## src/rtl/asic_io_page_ctrl.sv

```systemverilog
// Z80 I/O-write sequencer for the CPC expansion CPLD: filters IORQ/WR, emits one
// &BCxx strobe per accepted write cycle and owns the RMR2 register behind port &7Fxx.
//
// state | meaning
// IDLE  | waiting for synchronised ioreq_b and wr_b both low
// QUAL  | counting consecutive low clocks up to MIN_LOW
// CAPT  | one clock: sample adr_hi/data/enf and decode the write
// HOLD  | action done, wait for ioreq_b to go high
module asic_io_page_ctrl #(
    parameter int SYNC_STAGES = 2,
    parameter int MIN_LOW     = 2
) (
    input  logic       clk,
    input  logic       reset_b,
    input  logic       ioreq_b,
    input  logic       wr_b,
    input  logic [7:0] adr_hi,
    input  logic [7:0] data,
    input  logic       enf,
    output logic       bc_wr_stb,
    output logic [7:0] bc_data,
    output logic [7:0] rmr2_q,
    output logic       asic_page_en,
    output logic [2:0] lorom_sel,
    output logic [1:0] lorom_loc
);

    typedef enum logic [1:0] {IDLE, QUAL, CAPT, HOLD} state_t;

    localparam logic [2:0] LAST_CNT = 3'(MIN_LOW - 1);

    state_t                 state, state_nx;
    logic [2:0]             count, count_nx;
    logic [SYNC_STAGES-1:0] ioreq_sync, wr_sync;
    logic                   ioreq_s, wr_s, both_low;
    logic                   bc_hit, rmr2_hit;

    // Synchronisers reset high so a cycle in flight at reset release is seen as new.
    always_ff @(posedge clk or negedge reset_b) begin
        if (!reset_b) begin
            ioreq_sync <= '1;
            wr_sync    <= '1;
        end else begin
            ioreq_sync <= {ioreq_sync[SYNC_STAGES-2:0], ioreq_b};
            wr_sync    <= {wr_sync[SYNC_STAGES-2:0], wr_b};
        end
    end

    assign ioreq_s  = ioreq_sync[SYNC_STAGES-1];
    assign wr_s     = wr_sync[SYNC_STAGES-1];
    assign both_low = !ioreq_s && !wr_s;

    always_ff @(posedge clk or negedge reset_b) begin
        if (!reset_b) begin
            state <= IDLE;
            count <= 3'd0;
        end else begin
            state <= state_nx;
            count <= count_nx;
        end
    end

    always_comb begin
        state_nx = state;
        count_nx = count;
        case (state)
            IDLE: begin
                if (both_low) begin
                    count_nx = 3'd1;
                    state_nx = (MIN_LOW == 1) ? CAPT : QUAL;
                end
            end
            QUAL: begin
                if (!both_low) begin
                    state_nx = IDLE;
                    count_nx = 3'd0;
                end else if (count == LAST_CNT) begin
                    state_nx = CAPT;
                    count_nx = count + 3'd1;
                end else begin
                    count_nx = count + 3'd1;
                end
            end
            CAPT: begin
                state_nx = HOLD;
                count_nx = 3'd0;
            end
            HOLD: begin
                if (ioreq_s) state_nx = IDLE;
            end
            default: begin
                state_nx = IDLE;
                count_nx = 3'd0;
            end
        endcase
    end

    always_comb begin
        bc_hit   = 1'b0;
        rmr2_hit = 1'b0;
        if (state == CAPT) begin
            bc_hit   = (adr_hi == 8'hBC);
            rmr2_hit = (adr_hi == 8'h7F) && (data[7:5] == 3'b101) && enf;
        end
    end

    always_ff @(posedge clk or negedge reset_b) begin
        if (!reset_b) begin
            bc_wr_stb <= 1'b0;
            bc_data   <= 8'h00;
            rmr2_q    <= 8'h00;
        end else begin
            bc_wr_stb <= bc_hit;
            if (bc_hit)   bc_data <= data;
            if (rmr2_hit) rmr2_q  <= data;
        end
    end

    // enf gates the page directly so the ASIC page vanishes the moment features lock.
    assign asic_page_en = enf && (rmr2_q[4:3] == 2'b11);
    assign lorom_loc    = rmr2_q[4:3];
    assign lorom_sel    = rmr2_q[2:0];

endmodule

```

## config.mk

```make
export PLATFORM = sky130hd
export DESIGN_NAME = asic_io_page_ctrl
export DESIGN_NICKNAME = d
export VERILOG_FILES = /design/src/rtl/asic_io_page_ctrl.sv
export SDC_FILE = /design/constraint.sdc
export NUM_CORES = 1
export LEC_CHECK = 0
export ABC_AREA = 1
export ABC_CLOCK_PERIOD_IN_PS = 1600
export CORE_ASPECT_RATIO = 0.8
export CORE_MARGIN = 2
export CORE_UTILIZATION = 44
export DETAILED_ROUTE_END_ITERATION = 12
export GPL_TIMING_DRIVEN = 0
export PLACE_DENSITY = 0.75
export SYNTH_ARGS = -nofsm -noshare
export SYNTH_HDL_FRONTEND = slang
export SYNTH_SLANG_ARGS = --single-unit
```

## constraint.sdc

```tcl
create_clock -name clk -period 1.6 [get_ports clk]
set_input_delay 0.16 -clock clk [delete_from_list [all_inputs] [get_ports clk]]
set_output_delay 0.16 -clock clk [all_outputs]
set_load 0.02 [all_outputs]
```

==> results.tsv <==
metric	value	unit
Residual DRC	0	
area of the mapped netlist	0.00124	mm^2
Yosys top cell area share	44.4	%
Post-CTS Setup Bufs	0	
RSZ-0062 raised after global routing	no	
Starting Density	45.5	%
input/output buffers	43	
switching part of the total	31.0	%
number of unique standard cell types used by synthesis	23	
clock skew	0.000996	ns
number of buffer and inverter stages on the critical path	1	
Async S/R FF share, synth	100	%
Synth Flop Type	dfrtp_1	
Critical Path Start Type	flip-flop	
P_leak	0.972	nW
Routed Antenna Nets	0	
area occupied by multi-input gates	490	um^2
Final TNS setup	0	ns
DP HPWL	2140	um
final count of hold timing violations	0	
status	finished clean	
Layout Nets	206	
net count of the mapped netlist	158	
number of slew-limit violations in the final report	0	
Fmax achieved	659	MHz
deepest clock path buffer count	2	
number of cells produced by synthesis	131	
post-CTS clock slew at the launch and capture registers of the worst setup and hold paths	0.13	ns
type of the worst setup path	reg2out	
CTS tree	done	
mean cell area of the mapped netlist	9.46	um^2
part of the power in the clock network	25.8	%
count of endpoints failing setup in the final report	0	
Ys Warns	0	
share of cells above drive strength 1	13.5	%
measured slew at the worst slew-check pin	1.10	ns
sequential share of the synthesized area	52.9	%
Power Internal	1.18	mW
CTS Root Buffer Type	clkbuf_4	
top cells by instance count after synthesis	nand2_1, dfrtp_1, inv_1	
initial antenna violation count	0	
Total Routed Length	2620	um
time the final worst path needs with I/O delays and setup	1.52	ns
biggest area consumer among synthesized cells	dfrtp_1	
standard-cell row count	17	
cell with the most instances after synthesis	nand2_1	
normalized max-slew margin	26.6	%
wire length of the first global-routing pass	4490	um
Hold Buf Count CTS	0	
leading post-synthesis cells by cell area	dfrtp_1, nand2_1, dfstp_2	
overflow left after global routing	0	
ordered cell list for the critical path	clkdlybuf4s50_1	
type of the tightest min-delay check	in2reg	
delay contributed by the slowest stage of the critical path	0.63	ns
sequential cell area	657	um^2
final-layout fill cell count	238	
later-pin clock latency in the skew report	0.32	ns
detail-routed net length per standard cell	12.1	um
Logic pwr share	28.1	%
Peak supply drop	0.737	mV
crit path DAT	1.36	ns
first-pass detailed-route iteration total	6	
data required time of the worst path	1.44	ns
family of cells with the greatest summed delay on the critical path	buffers and inverters	
synthesis-stage register bit count	26	
number of vias per cell after detailed routing	4.70	
number of levels in the clock H-tree	1	
CTS sink cnt	26	
slowest stage cell on the critical path	clkdlybuf4s50_1	
routed via count	1015	
Net Switching	529	uW
I/O pins	44	
n_diodes	0	
die height	51.5	um
largest fanout of any net on the critical path	4	
vias in the first global route	976	
max-cap check violation count	0	
Worst setup EP type	output pin	
core box area	0.00272	mm^2
number of enable-type register cells in the synthesized netlist	0	
global-route usage over all layers	18.4	%
pin count of the biggest net entering global routing	27	
utilization of the core after routing	65.3	%
number of DRC violations after detailed-routing iteration 0	40	
relative area change from synthesis to final layout	43.4	%
Die ar.	0.00326	mm^2
power per standard cell area	962	mW/mm^2
width of the die	63.3	um
total CTS buffers	3	
total power consumption of the routed design	1.71	mW
Sequential Power Share	46.1	%
weighted congestion reported at the end of routability-driven placement	0.833	
period utilisation layout	94.8	%
## cells in the final DEF, fill, tap and decap left out, types with 2 or more instances in the layout
master / synthesis / layout
nand2_1: 49 / 49
clkdlybuf4s50_1: 0 / 37
dfrtp_1: 22 / 21
inv_1: 12 / 12
nor2_1: 7 / 7
nand4_1: 7 / 7
ha_1: 6 / 5
buf_4: 5 / 5
dfstp_2: 4 / 4
clkbuf_4: 0 / 3
dlygate4sd2_1: 0 / 3
dlymetal6s2s_1: 0 / 3
nand3b_1: 2 / 2
o21ai_1: 2 / 2
nor3_4: 2 / 2
nand3_1: 2 / 2
## logic make-up after synthesis
| kind of cell | share of synthesized area [%] |
|---|---|
| compound gates | 1.72 |
| xor+xnor | 0.707 |
| fa+ha+maj | 6.06 |
| flops | 52.9 |
| simple gates | 30.9 |
| buf+inv | 7.68 |
## per-stage QoR
stage	hold slack (ns)	cells	setup WS, ns	instance area, um^2
4_1_cts	0.214	216	0.00804	1770
3_3_place_gp	0.346	212	0.0583	1720
5_1_grt	0.200	216	0.00758	1780
2_1_floorplan	-0.136	131	0.294	1240
3_5_place_dp	0.351	212	0.0601	1720
6_report	0.227	216	0.0836	1780
## final timing paths
check | from | endpoint | slack [ns] | depth (start not counted)
max | rmr2_q[3] | lorom_loc[0] | 0.08 | 1
min | wr_b | wr_sync[0] | 0.23 | 1
max reg2reg | state[0] | bc_data[2] | 0.13 | 8
min reg2reg | wr_sync[0] | wr_sync[1] | 0.37 | 0
max in group asynchronous | reset_b | state[0] | 0.46 | 1
min in group asynchronous | reset_b | rmr2_q[4] | 0.42 | 1
## power groups by stage
stage	Clock (mW)	Sequential [mW]	Combinational [mW]
2_1_floorplan	0	0.786	0.316
3_3_place_gp	0	0.787	0.447
3_5_place_dp	0	0.795	0.475
4_1_cts	0.454	0.782	0.479
5_1_grt	0.486	0.797	0.559
6_report	0.441	0.788	0.480
## timing repair
action,CTS,global route
gates resized for setup,3,5
gates cloned,0,0
setup endpoints to repair,3,17
## sequential cells by signal, indices dropped and copies added (netlist names), named ones only
register    count
bc_data         8
bc_wr_stb       1
count           3
ioreq_sync      2
rmr2_q          8
state           1
wr_sync         2
## layout make-up
cell class | instances | area share, %
repair buffers | 43 | 24.4
clock inverters | 1 | 1.69
well taps | 38 | 2.68
clock buffers | 3 | 1.27
plain buffers | 5 | 2.11
flip-flops and latches | 26 | 37.0
multi-input cells | 86 | 27.6
inverters | 14 | 3.24
## layer usage
layer | global-route usage [%] | part of all wire (%) | vias to the layer above
li1 | - | - | 506
met1 | 22.3 | 42 | 474
met2 | 31.6 | 52 | 29
met3 | 4.19 | 4.0 | 6
met4 | 8.33 | 2.2 | 0
met5 | 0 | 0 | -
Note: power is estimated with default switching activity, not from simulation.
